<file path="config.mk">
export PLATFORM = sky130hd
export DESIGN_NAME = serial_adder_ctrl
export DESIGN_NICKNAME = d
export VERILOG_FILES = /design/src/rtl/serial_adder_ctrl.sv
export SDC_FILE = /design/constraint.sdc
export NUM_CORES = 1
export LEC_CHECK = 0
export CORE_MARGIN = 3
export CORE_UTILIZATION = 51
export DETAILED_ROUTE_END_ITERATION = 6
export PLACE_DENSITY_LB_ADDON = 0.25
export SLEW_MARGIN = 20
export SYNTH_ARGS = -nofsm -noshare
export SYNTH_HDL_FRONTEND = slang
export SYNTH_HIERARCHICAL = 1
export SYNTH_SLANG_ARGS = --single-unit
</file>
<file path="constraint.sdc">
create_clock -name clk -period 1.96 [get_ports clk]
set_input_delay 0.392 -clock clk [delete_from_list [all_inputs] [get_ports clk]]
set_output_delay 0.392 -clock clk [all_outputs]
set_load 0.01 [all_outputs]
</file>
<file path="src/rtl/serial_adder_ctrl.sv">
// serial_adder_ctrl: bit-serial WIDTH-bit adder sequencing one full_adder LSB-first.
// Define SERIAL_ADDER_SUB_EN to add a sub port that makes the block compute a - b.
module full_adder (
   input  logic a,
   input  logic b,
   input  logic c_in,
   output logic s,
   output logic c_out
);
   assign s     = a ^ b ^ c_in;
   assign c_out = (a & b) | (c_in & (a ^ b));
endmodule

module serial_adder_ctrl #(
   parameter int WIDTH = 8
) (
   input  logic             clk,
   input  logic             rst_n,
   input  logic             start,
   input  logic [WIDTH-1:0] a,
   input  logic [WIDTH-1:0] b,
   input  logic             c_in,
`ifdef SERIAL_ADDER_SUB_EN
   input  logic             sub,
`endif
   output logic             busy,
   output logic             done,
   output logic [WIDTH-1:0] sum,
   output logic             c_out
);
   localparam int CW = $clog2(WIDTH);
   typedef enum logic [1:0] {IDLE, ADD, DONE} state_t;
   state_t state, state_nxt;
   logic [WIDTH-1:0] sh_a, sh_b, acc, b_ld;
   logic [CW-1:0] cnt;
   logic carry, c_ld, fa_s, fa_c, last;
`ifdef SERIAL_ADDER_SUB_EN
   // two's complement subtract: invert b and force the initial carry
   assign b_ld = sub ? ~b : b;
   assign c_ld = sub | c_in;
`else
   assign b_ld = b;
   assign c_ld = c_in;
`endif
   assign last = cnt == CW'(WIDTH - 1);
   full_adder u_fa (
      .a    (sh_a[0]),
      .b    (sh_b[0]),
      .c_in (carry),
      .s    (fa_s),
      .c_out(fa_c)
   );
   always_ff @(posedge clk or negedge rst_n)
      if (!rst_n) state <= IDLE;
      else        state <= state_nxt;
   always_comb begin
      state_nxt = state;
      busy      = 1'b0;
      done      = 1'b0;
      state_nxt = state == IDLE ? (start ? ADD : IDLE) :
                  state == ADD  ? (last ? DONE : ADD) : IDLE;
      busy      = state == ADD;
      done      = state == DONE;
   end
   always_ff @(posedge clk or negedge rst_n) begin
      if (!rst_n) begin
         sh_a  <= '0;
         sh_b  <= '0;
         acc   <= '0;
         carry <= 1'b0;
         cnt   <= '0;
         sum   <= '0;
         c_out <= 1'b0;
      end else if (state == IDLE) begin
         if (start) begin
            sh_a  <= a;
            sh_b  <= b_ld;
            carry <= c_ld;
            cnt   <= '0;
         end
      end else if (state == ADD) begin
         sh_a  <= sh_a >> 1;
         sh_b  <= sh_b >> 1;
         acc   <= {fa_s, acc[WIDTH-1:1]};
         carry <= fa_c;
         cnt   <= cnt + CW'(1);
         // result ports only move on the completing edge
         if (last) begin
            sum   <= {fa_s, acc[WIDTH-1:1]};
            c_out <= fa_c;
         end
      end
   end
endmodule

</file>
==> results.json, run 1 <==
{
  "status": "finished, final reports clean",
  "dpl.hpwl_um": 2370,
  "drive_gt1_frac": 0.147,
  "placed_cell_area_mm2": 0.00204,
  "hp-class": "input port to asynchronous set/reset pin",
  "slew_violations": 0,
  "drt_pass1_iterations": 4,
  "grt_max_degree": 39,
  "avgSynthCellArea_um2": 11.3,
  "layout.nets": 206,
  "routedWlPerCell_um": 15.5,
  "synthToLayoutAreaGrowth_pct": 26.3,
  "start_util": 0.544,
  "clkLatencyLatePin_ns": 0.36,
  "setup_viol_count_final": 0,
  "fin_crit_sh": 0.933,
  "end_kind": "output port",
  "grt-ovfl-total": 0,
  "chipWidth_um": 63.7,
  "synth_cells": 150,
  "postRouteAntennaNets": 0,
  "drt_iter0_markers": 79,
  "die_height_um": 63.7,
  "worstSetupPathType": "flop to output port",
  "rows": 20,
  "wl_um": 3530,
  "maxSlewHeadroom": 0.606,
  "worstMarginPinSlew_ns": 0.591,
  "first_global_vias": 1313,
  "gp_congestion": 0.766,
  "tns_ns": 0,
  "whs_ns": 0.449,
  "cts-htree-levels": 2,
  "vdd_drop_max_uv": 875,
  "cts_made_buffers": 5,
  "io_pins": 31,
  "max_freq_mhz": 547,
  "clock_sinks": 38,
  "synth_nets": 173,
  "antenna_found_initial": 0,
  "min_period_ns": 1.83,
  "worstSetupStartpointType": "flop",
  "cts_root_buffer": "clkbuf_4",
  "skew_ns": 0.0148,
  "cp_max_fo": 11,
  "cp.arrival_ns": 1.44,
  "die_area_mm2": 0.00406,
  "grt_pass1_wl_um": 6010,
  "maxCapViolCount": 0,
  "rsz0062_at_grt": "false",
  "port_buffers": 30,
  "p_leak_nw": 0.969,
  "drc_errors": 0,
  "insertedDiodeCount": 0,
  "grtUsageTotal": 0.195,
  "cp.required_ns": 1.57,
  "final_cell_area_mm2": 0.00215,
  "synth_cell_types": 22,
  "cts_buffer_depth": 2,
  "core_area_mm2": 0.00313,
  "power.density_mw_per_mm2": 1590,
  "total_power_mw": 3.41,
  "syn_area_mm2": 0.00170,
  "cts_tree": "built",
  "clk_pin_slew_ns": 0.12,
  "post-route-util": 0.686,
  "yosysWarningCount": 6,
  "synth.yosys.seq_area_share": 0.559,
  "hold_violations": 0,
  "vias": 1292,
  "hold_buffers": 0,
  "ys_ff_latch": 38,
  "vias_per_cell": 5.67
}
## state kept, by name, indices dropped and copies added, names as in the netlist
name and cells:
acc 7, c_out 1, carry 1, cnt 3, sh_a 8, sh_b 8, state 2, sum 8
## metal layers
metal | vias to the layer above | track usage | routed length, um
met4 | 0 | 0.111 | 80
met1 | 630 | 0.224 | 1450
li1 | 605 | - | -
met2 | 51 | 0.322 | 1780
met5 | - | 0 | 0
met3 | 6 | 0.0598 | 214
## per-stage QoR
stage | cells | worst slack (ns)
floorplan | 150 | 0.611
global placement | 220 | 0.197
detailed placement | 220 | 0.0753
CTS | 228 | 0.0993
global route | 228 | 0.0568
finish | 228 | 0.130
## final timing paths
check / startpoint / endpoint / slack (ns) / depth (start not counted)
worst min register to register: acc[1] / acc[1] / 0.49 / 2
max in group asynchronous: rst_n / state[1] / 1.15 / 2
min in group clk: acc[1] / acc[1] / 0.49 / 2
worst max register to register: state[1] / sh_a[1] / 0.50 / 3
worst max-delay path: state[1] / busy / 0.13 / 3
worst min-delay path: rst_n / sh_a[7] / 0.45 / 2
## area by class of cell
cell class	instances	area (um2)
clock buffers	5	37.5
clock inverters	3	68.8
fillers	246	981
inverters	4	22.5
multi-input cells	98	668
flip-flops and latches	38	952
well taps	44	55.1
repair buffers	36	343
## critical path, cell delays in order (launching register included)
cell and delay [ns]:
dfrtp_2 0.46, nand2b_2 0.24, inv_8 0.12, dlygate4sd2_1 0.27
## cells in the final DEF, fill, tap and decap left out, drive strengths merged, types with 3 or more instances in the layout
cell,n
o32ai,15
mux2,9
o22ai,15
inv,3
nand2,25
o21ai,6
clkdlybuf4s50,28
clkbuf,5
buf,6
dfrtp,38
nor2,18
## Yosys cell counts, drive strengths merged
library cell | n | area, um2
fa | 1 | 20.0
dfrtp | 38 | 951
o32ai | 15 | 131
nor2b | 1 | 6.26
a22o | 2 | 17.5
mux2 | 9 | 135
mux2i | 1 | 10.0
o22ai | 15 | 93.8
nor2 | 18 | 67.6
inv | 3 | 18.8
nand2b | 2 | 12.5
nand2 | 25 | 110
buf | 8 | 52.6
o21ai | 6 | 30.0
ha | 2 | 25.0
or2 | 1 | 6.26
clkinv | 1 | 3.75
clkbuf | 2 | 8.75
## cell families after synthesis
group	after synthesis	synth area share
AND/OR/NAND/NOR	47	0.119
AO/OA/AOI/OAI	38	0.160
flip-flops	38	0.559
buffers and inverters	14	0.0493
multiplexers	10	0.0854
adder cells (fa/ha/maj)	3	0.0265
## report_power, final
| group | switching, mW | internal (mW) | total, mW |
|---|---|---|---|
| Sequential | 0.270 | 1.15 | 1.42 |
| Combinational | 0.636 | 0.686 | 1.32 |
| Clock | 0.275 | 0.399 | 0.674 |
## what timing repair did
| action | in CTS | in global routing |
|---|---|---|
| endpoints found under the hold margin | 0 | 0 |
| endpoints found under the setup margin | 2 | 0 |
| setup buffers | 0 | 0 |
| gates resized for setup | 4 | 0 |
(Power assumes the default switching activity.)
==> run 2, diff against run 1 <==
CORE_UTILIZATION = 46   (was 51)
SYNTH_HIERARCHICAL = unset   (was 1)
clock period = 1.6 ns   (was 1.96 ns; I/O delays follow)
==> run 2 against run 1 <==
  * Synthesized area up 1.8%
  * Non-clock buffer count up 7
  * Worst hold slack worse by 0.37 ns
  * Clock skew decreased by 0.0061 ns
  * Register-to-register slack lost 0.40 ns
  * Critical path depth shrank 2
  * Critical endpoint is now c_out
  * Largest cell class unchanged
  * Highest routed layer unchanged
==> results.json, run 2 <==
{
  "multi_input_area_um2": 697,
  "skew_ns": 0.00868,
  "power.density_mw_per_mm2": 1860,
  "p_leak_nw": 0.954,
  "cts_buffer_depth": 2,
  "async_flop_share": 1.00,
  "start_util": 0.499,
  "worstMarginPinSlew_ns": 0.475,
  "avgSynthCellArea_um2": 14.8,
  "dr_wl_met2_um": 1620,
  "layout.nets": 179,
  "vias_per_cell": 5.59,
  "grt_pass1_wl_um": 5610,
  "clock_sinks": 38,
  "max_freq_mhz": 663,
  "clkLatencyLatePin_ns": 0.29,
  "grtUsageTotal": 0.170,
  "die_height_um": 67.3,
  "cts_tree": "built",
  "synth_top_area_frac": 0.550,
  "final_common_cell": "dfrtp_1",
  "routed.top_layer": "met4",
  "ys_ff_latch": 38,
  "setup_viol_count_final": 0,
  "grt_max_degree": 39,
  "core_area_mm2": 0.00347,
  "placed_cell_area_mm2": 0.00211,
  "cts_setup_buffers": 0,
  "total_power_mw": 4.12,
  "synth_nets": 140,
  "insertedDiodeCount": 0,
  "status": "finished, final reports clean",
  "synth_cell_types": 25,
  "drt_iter0_markers": 56,
  "dpl.hpwl_um": 2300,
  "io_pins": 31,
  "path_delay_family": "buffers and inverters",
  "layout_common_cells": "dfrtp_1 (38), clkdlybuf4s50_1 (27), or4b_1 (15), buf_4 (13)",
  "syn_area_mm2": 0.00173,
  "maxCapViolCount": 0,
  "crit_path_cell_trace": "clkdlybuf4s50_1",
  "synthTopCellsByCount": "dfrtp_1 (38), or4b_1 (15), mux2_1 (12), o221a_2 (12), buf_2 (6)",
  "hp-class": "input port to asynchronous set/reset pin",
  "min_period_ns": 1.51,
  "seq_area_um2": 951,
  "vdd_drop_max_uv": 867,
  "maxSlewHeadroom": 0.683,
  "hold_violations": 0,
  "worstSetupPathType": "flop to output port",
  "cts_made_buffers": 5,
  "clk_pin_slew_ns": 0.08,
  "wl_met1_um": 1500,
  "cts-htree-levels": 2,
  "postRouteAntennaNets": 0,
  "fillerInstances": 289,
  "cts_root_buffer": "clkbuf_8",
  "chipWidth_um": 67.3,
  "first_global_vias": 1207,
  "yosys.area.top_type": "dfrtp_1",
  "synth_edf_count": 0,
  "cp.arrival_ns": 1.19,
  "gp_congestion": 0.749,
  "synthToLayoutAreaGrowth_pct": 28.1,
  "rsz0062_at_grt": "false",
  "die_area_mm2": 0.00453,
  "synth.yosys.seq_area_share": 0.550,
  "drt_pass1_iterations": 4,
  "cp_slowest_cell": "clkdlybuf4s50_1",
  "crit_buf_inv": 1,
  "wl_met3_um": 109,
  "synth_cells": 117,
  "yosysWarningCount": 0,
  "routedWlPerCell_um": 16.0,
  "rows": 21,
  "slew_violations": 0,
  "end_kind": "output port",
  "wl_um": 3250,
  "synth-main-ff-cell": "dfrtp_1",
  "cp.required_ns": 1.28,
  "synth_area_leaders": "dfrtp_1 (55%), or4b_1 (8.7%), mux2_1 (7.8%), o221a_2 (7.8%), mux2_4 (3.5%)",
  "port_buffers": 30,
  "antenna_found_initial": 0,
  "yosysMostFrequentCell": "dfrtp_1",
  "drc_errors": 0,
  "grt-ovfl-total": 0,
  "reg_top3": "sh_a x8, sh_b x8, sum x8",
  "whs_ns": 0.0741,
  "vias": 1135,
  "drive_gt1_frac": 0.255,
  "cp_slowest_stage_delay_ns": 0.54,
  "cp_max_fo": 2,
  "worstSetupStartpointType": "flop",
  "fin_crit_sh": 0.943,
  "final_cell_area_mm2": 0.00222
}
## run 2: cell count changes in the layout (fill, tap and decap cells not counted), sizes merged, moves of 6 or more
cell	before	now
nand2	25	0
o21ai	6	0
mux2	9	16
o221a	0	15
o32ai	15	0
buf	6	14
o22ai	15	0
or4b	0	15
nor2	18	0
## run 2: path summary, 6_finish.rpt
| kind | cells past startpoint | slack, ns | start | end |
|---|---|---|---|---|
| worst max-delay path | 1 | 0.09 | c_out | c_out |
| worst min-delay path | 2 | 0.07 | rst_n | sh_a[5] |
| worst min register to register | 1 | 0.49 | acc[1] | acc[1] |
| worst max register to register | 5 | 0.10 | cnt[0] | sum[1] |
| min in group clk | 1 | 0.49 | acc[1] | acc[1] |
| max in group asynchronous | 2 | 1.20 | rst_n | sh_a[0] |
## run 2: what timing repair did
action | CTS | global route
setup endpoints to repair | 2 | 0
resized for setup | 2 | 0
hold buffers | 0 | 0
## run 2: power breakdown
part / internal [mW] / leakage [nW] / switching (mW) / total (mW)
Combinational: 0.982 / 0.452 / 0.626 / 1.61
Clock: 0.464 / 0.0504 / 0.346 / 0.809
Sequential: 1.42 / 0.451 / 0.282 / 1.70
Total: 2.87 / 0.954 / 1.25 / 4.12
## run 2: kinds of logic after synthesis
kind of cell,share of synthesized area
adder cells (fa/ha/maj),0.0260
multiplexers,0.119
AND/OR/NAND/NOR,0.127
AO/OA/AOI/OAI,0.131
buffers and inverters,0.0477
flip-flops,0.550
## run 2: through the flow
step / utilization / setup slack (ns) / setup TNS, ns / instances
finish: 0.639 / 0.0909 / 0 / 203
global route: 0.639 / 0.0127 / 0 / 203
CTS: 0.639 / 0.0626 / 0 / 203
detailed placement: 0.607 / -0.104 / -1.05 / 195
global placement: 0.607 / -0.0646 / -0.646 / 195
floorplan: - / 0.135 / 0 / 117
## run 2: layout make-up
cell class / count / area share
sequential: 38 / 0.429
multi-input combinational: 66 / 0.314
timing repair buffer: 43 / 0.176
clock buffer: 5 / 0.0310
tap: 46 / 0.0260
clock inverter: 3 / 0.0203
inverter: 2 / 0.00339
## run 2: per-layer routing
layer | up-vias | global-route usage
li1 | 535 | -
met1 | 576 | 0.211
met2 | 22 | 0.270
met3 | 2 | 0.0549
met4 | 0 | 0.0734
met5 | - | 0
==> run 3, diff against run 2 <==
GPL_TIMING_DRIVEN = 0   (was unset)
==> run 3 against run 2 <==
  * Combinational power grew 9%
  * Flip-flop and latch count unchanged
  * Cell count grew 2.5%
  * Sequential share of layout area decreased by 0.95 points
  * Non-clock buffer count grew 5
  * Final area increased by 2.5%
  * Total power hardly changed
  * Critical path type unchanged
  * Largest power group is now combinational cells
==> results.json, run 3 (synthesis gave the netlist of run 2 again) <==
{
  "grt-ovfl-total": 0,
  "synthToLayoutAreaGrowth_pct": 31.4,
  "start_util": 0.499,
  "clock_sinks": 38,
  "post-route-util": 0.655,
  "clk_pin_slew_ns": 0.07,
  "routedWlPerCell_um": 16.1,
  "cp_slowest_stage_delay_ns": 0.42,
  "p_clk_frac": 0.161,
  "cp_max_fo": 5,
  "grt_pass1_wl_um": 5660,
  "internal_power_mw": 2.86,
  "antenna_found_initial": 0,
  "postRouteAntennaNets": 0,
  "vias_per_cell": 5.51,
  "crit_buf_inv": 3,
  "switching_power_mw": 1.26,
  "p_leak_nw": 0.977,
  "reg_top3": "sh_a x8, sh_b x8, sum x8",
  "min_period_ns": 1.53,
  "gp_congestion": 0.733,
  "clkLatencyLatePin_ns": 0.28,
  "dpl.hpwl_um": 2390,
  "cp.arrival_ns": 1.21,
  "first_global_vias": 1191,
  "placed_cell_area_mm2": 0.00210,
  "p_comb_frac": 0.425,
  "path_delay_family": "flip-flops",
  "layout_setup_ws_ns": 0.0716,
  "grt_use_met3": 0.0632,
  "maxSlewHeadroom": 0.827,
  "power.density_mw_per_mm2": 1810,
  "layout.nets": 184,
  "final_cell_area_mm2": 0.00227,
  "chipWidth_um": 67.3,
  "cts_buffer_depth": 2,
  "maxCapViolCount": 0,
  "cts-htree-levels": 2,
  "io_pins": 31,
  "die_height_um": 67.3,
  "cts_made_buffers": 5,
  "worstSetupStartpointType": "flop",
  "skew_ns": 0.00389,
  "insertedDiodeCount": 0,
  "crit_path_cell_trace": "buf_4 > nand2b_4 > inv_2 > clkdlybuf4s15_2",
  "worstMarginPinSlew_ns": 0.256,
  "cts_root_buffer": "clkbuf_8",
  "drc_errors": 0,
  "vdd_drop_max_uv": 926,
  "core_area_mm2": 0.00347,
  "final_cells": 208,
  "layout_common_cells": "dfrtp_1 (36), clkdlybuf4s50_1 (27), or4b_1 (15), mux2_1 (12), o221a_2 (12)",
  "slew_violations": 0,
  "tns_ns": 0,
  "grtUsageTotal": 0.173,
  "cp.required_ns": 1.28,
  "status": "finished, final reports clean",
  "die_area_mm2": 0.00453,
  "cp_slowest_cell": "dfrtp_2",
  "grt_max_degree": 35,
  "max_freq_mhz": 654,
  "hold_violations": 0,
  "setup_viol_count_final": 0,
  "worstSetupPathType": "flop to output port",
  "final_common_cell": "dfrtp_1",
  "pwr-share-seq": 0.415,
  "vias": 1147,
  "rsz0062_at_grt": "false",
  "port_buffers": 30,
  "drt_pass1_iterations": 4,
  "p_sw_frac": 0.306,
  "drt_iter0_markers": 80,
  "rows": 21,
  "end_kind": "output port",
  "met2_usage": 0.285,
  "drive_gt1_frac": 0.309,
  "grt_busiest_layer": "met2",
  "fin_crit_sh": 0.955,
  "wl_um": 3340,
  "dp.cells": 194,
  "preCtsSetupSlack_ns": -0.207,
  "cts_tree": "built",
  "hp-class": "input port to asynchronous set/reset pin",
  "gr-usage-met1": 0.213
}
run 3: worst paths after layout:
check	from	endpoint	slack (ns)	depth (start not counted)
min reg2reg	sum[0]	sum[0]	0.49	1
max reg2reg	cnt[0]	sum[1]	0.08	5
max	state[0]	busy	0.07	4
min	rst_n	sh_b[1]	0.38	2
max in group asynchronous	rst_n	state[0]	0.81	3
min in group clk	sum[0]	sum[0]	0.49	1
run 3: per-layer routing:
metal | wire [um] | share of wire
met1 | 1420 | 0.43
met2 | 1730 | 0.52
met3 | 154 | 0.046
met5 | 0 | 0
met4 | 30 | 0.0090
run 3: final cells by class:
type / count / area [um2]
clock buffer: 7 / 86.3
buffer: 10 / 83.8
timing repair buffer: 38 / 370
tap: 46 / 57.6
clock inverter: 1 / 5.00
multi-input combinational: 66 / 709
fill: 267 / 1190
inverter: 2 / 7.51
sequential: 38 / 953
run 3: through the flow:
step	hold WS [ns]	total power, mW
after floorplan	0.0244	2.79
after global placement	0.468	3.29
after detailed placement	0.149	3.38
after CTS	0.370	4.13
after global routing	0.396	4.42
final	0.378	4.12
run 3: power groups by stage:
stage,Sequential [mW],Clock [mW],Combinational [mW]
after detailed placement,1.74,0,1.65
after CTS,1.71,0.676,1.74
after floorplan,1.70,0,1.09
after global placement,1.71,0,1.58
after global routing,1.76,0.737,1.92
final,1.71,0.662,1.75
run 3: what timing repair did:
item,4_1_cts,5_1_grt
buffers inserted,4,1
setup endpoints to repair,11,21
gates resized for setup,12,8
gates cloned,0,1
endpoints found under the hold margin,4,0
hold buffers,1,0
run 3: worst register-to-register path, stage by stage (launching register included):
cell and delay (ns):
dfrtp_1 0.40, ha_2 0.19, ha_2 0.17, nand3b_1 0.16
buf_6 0.16, mux2_1 0.32
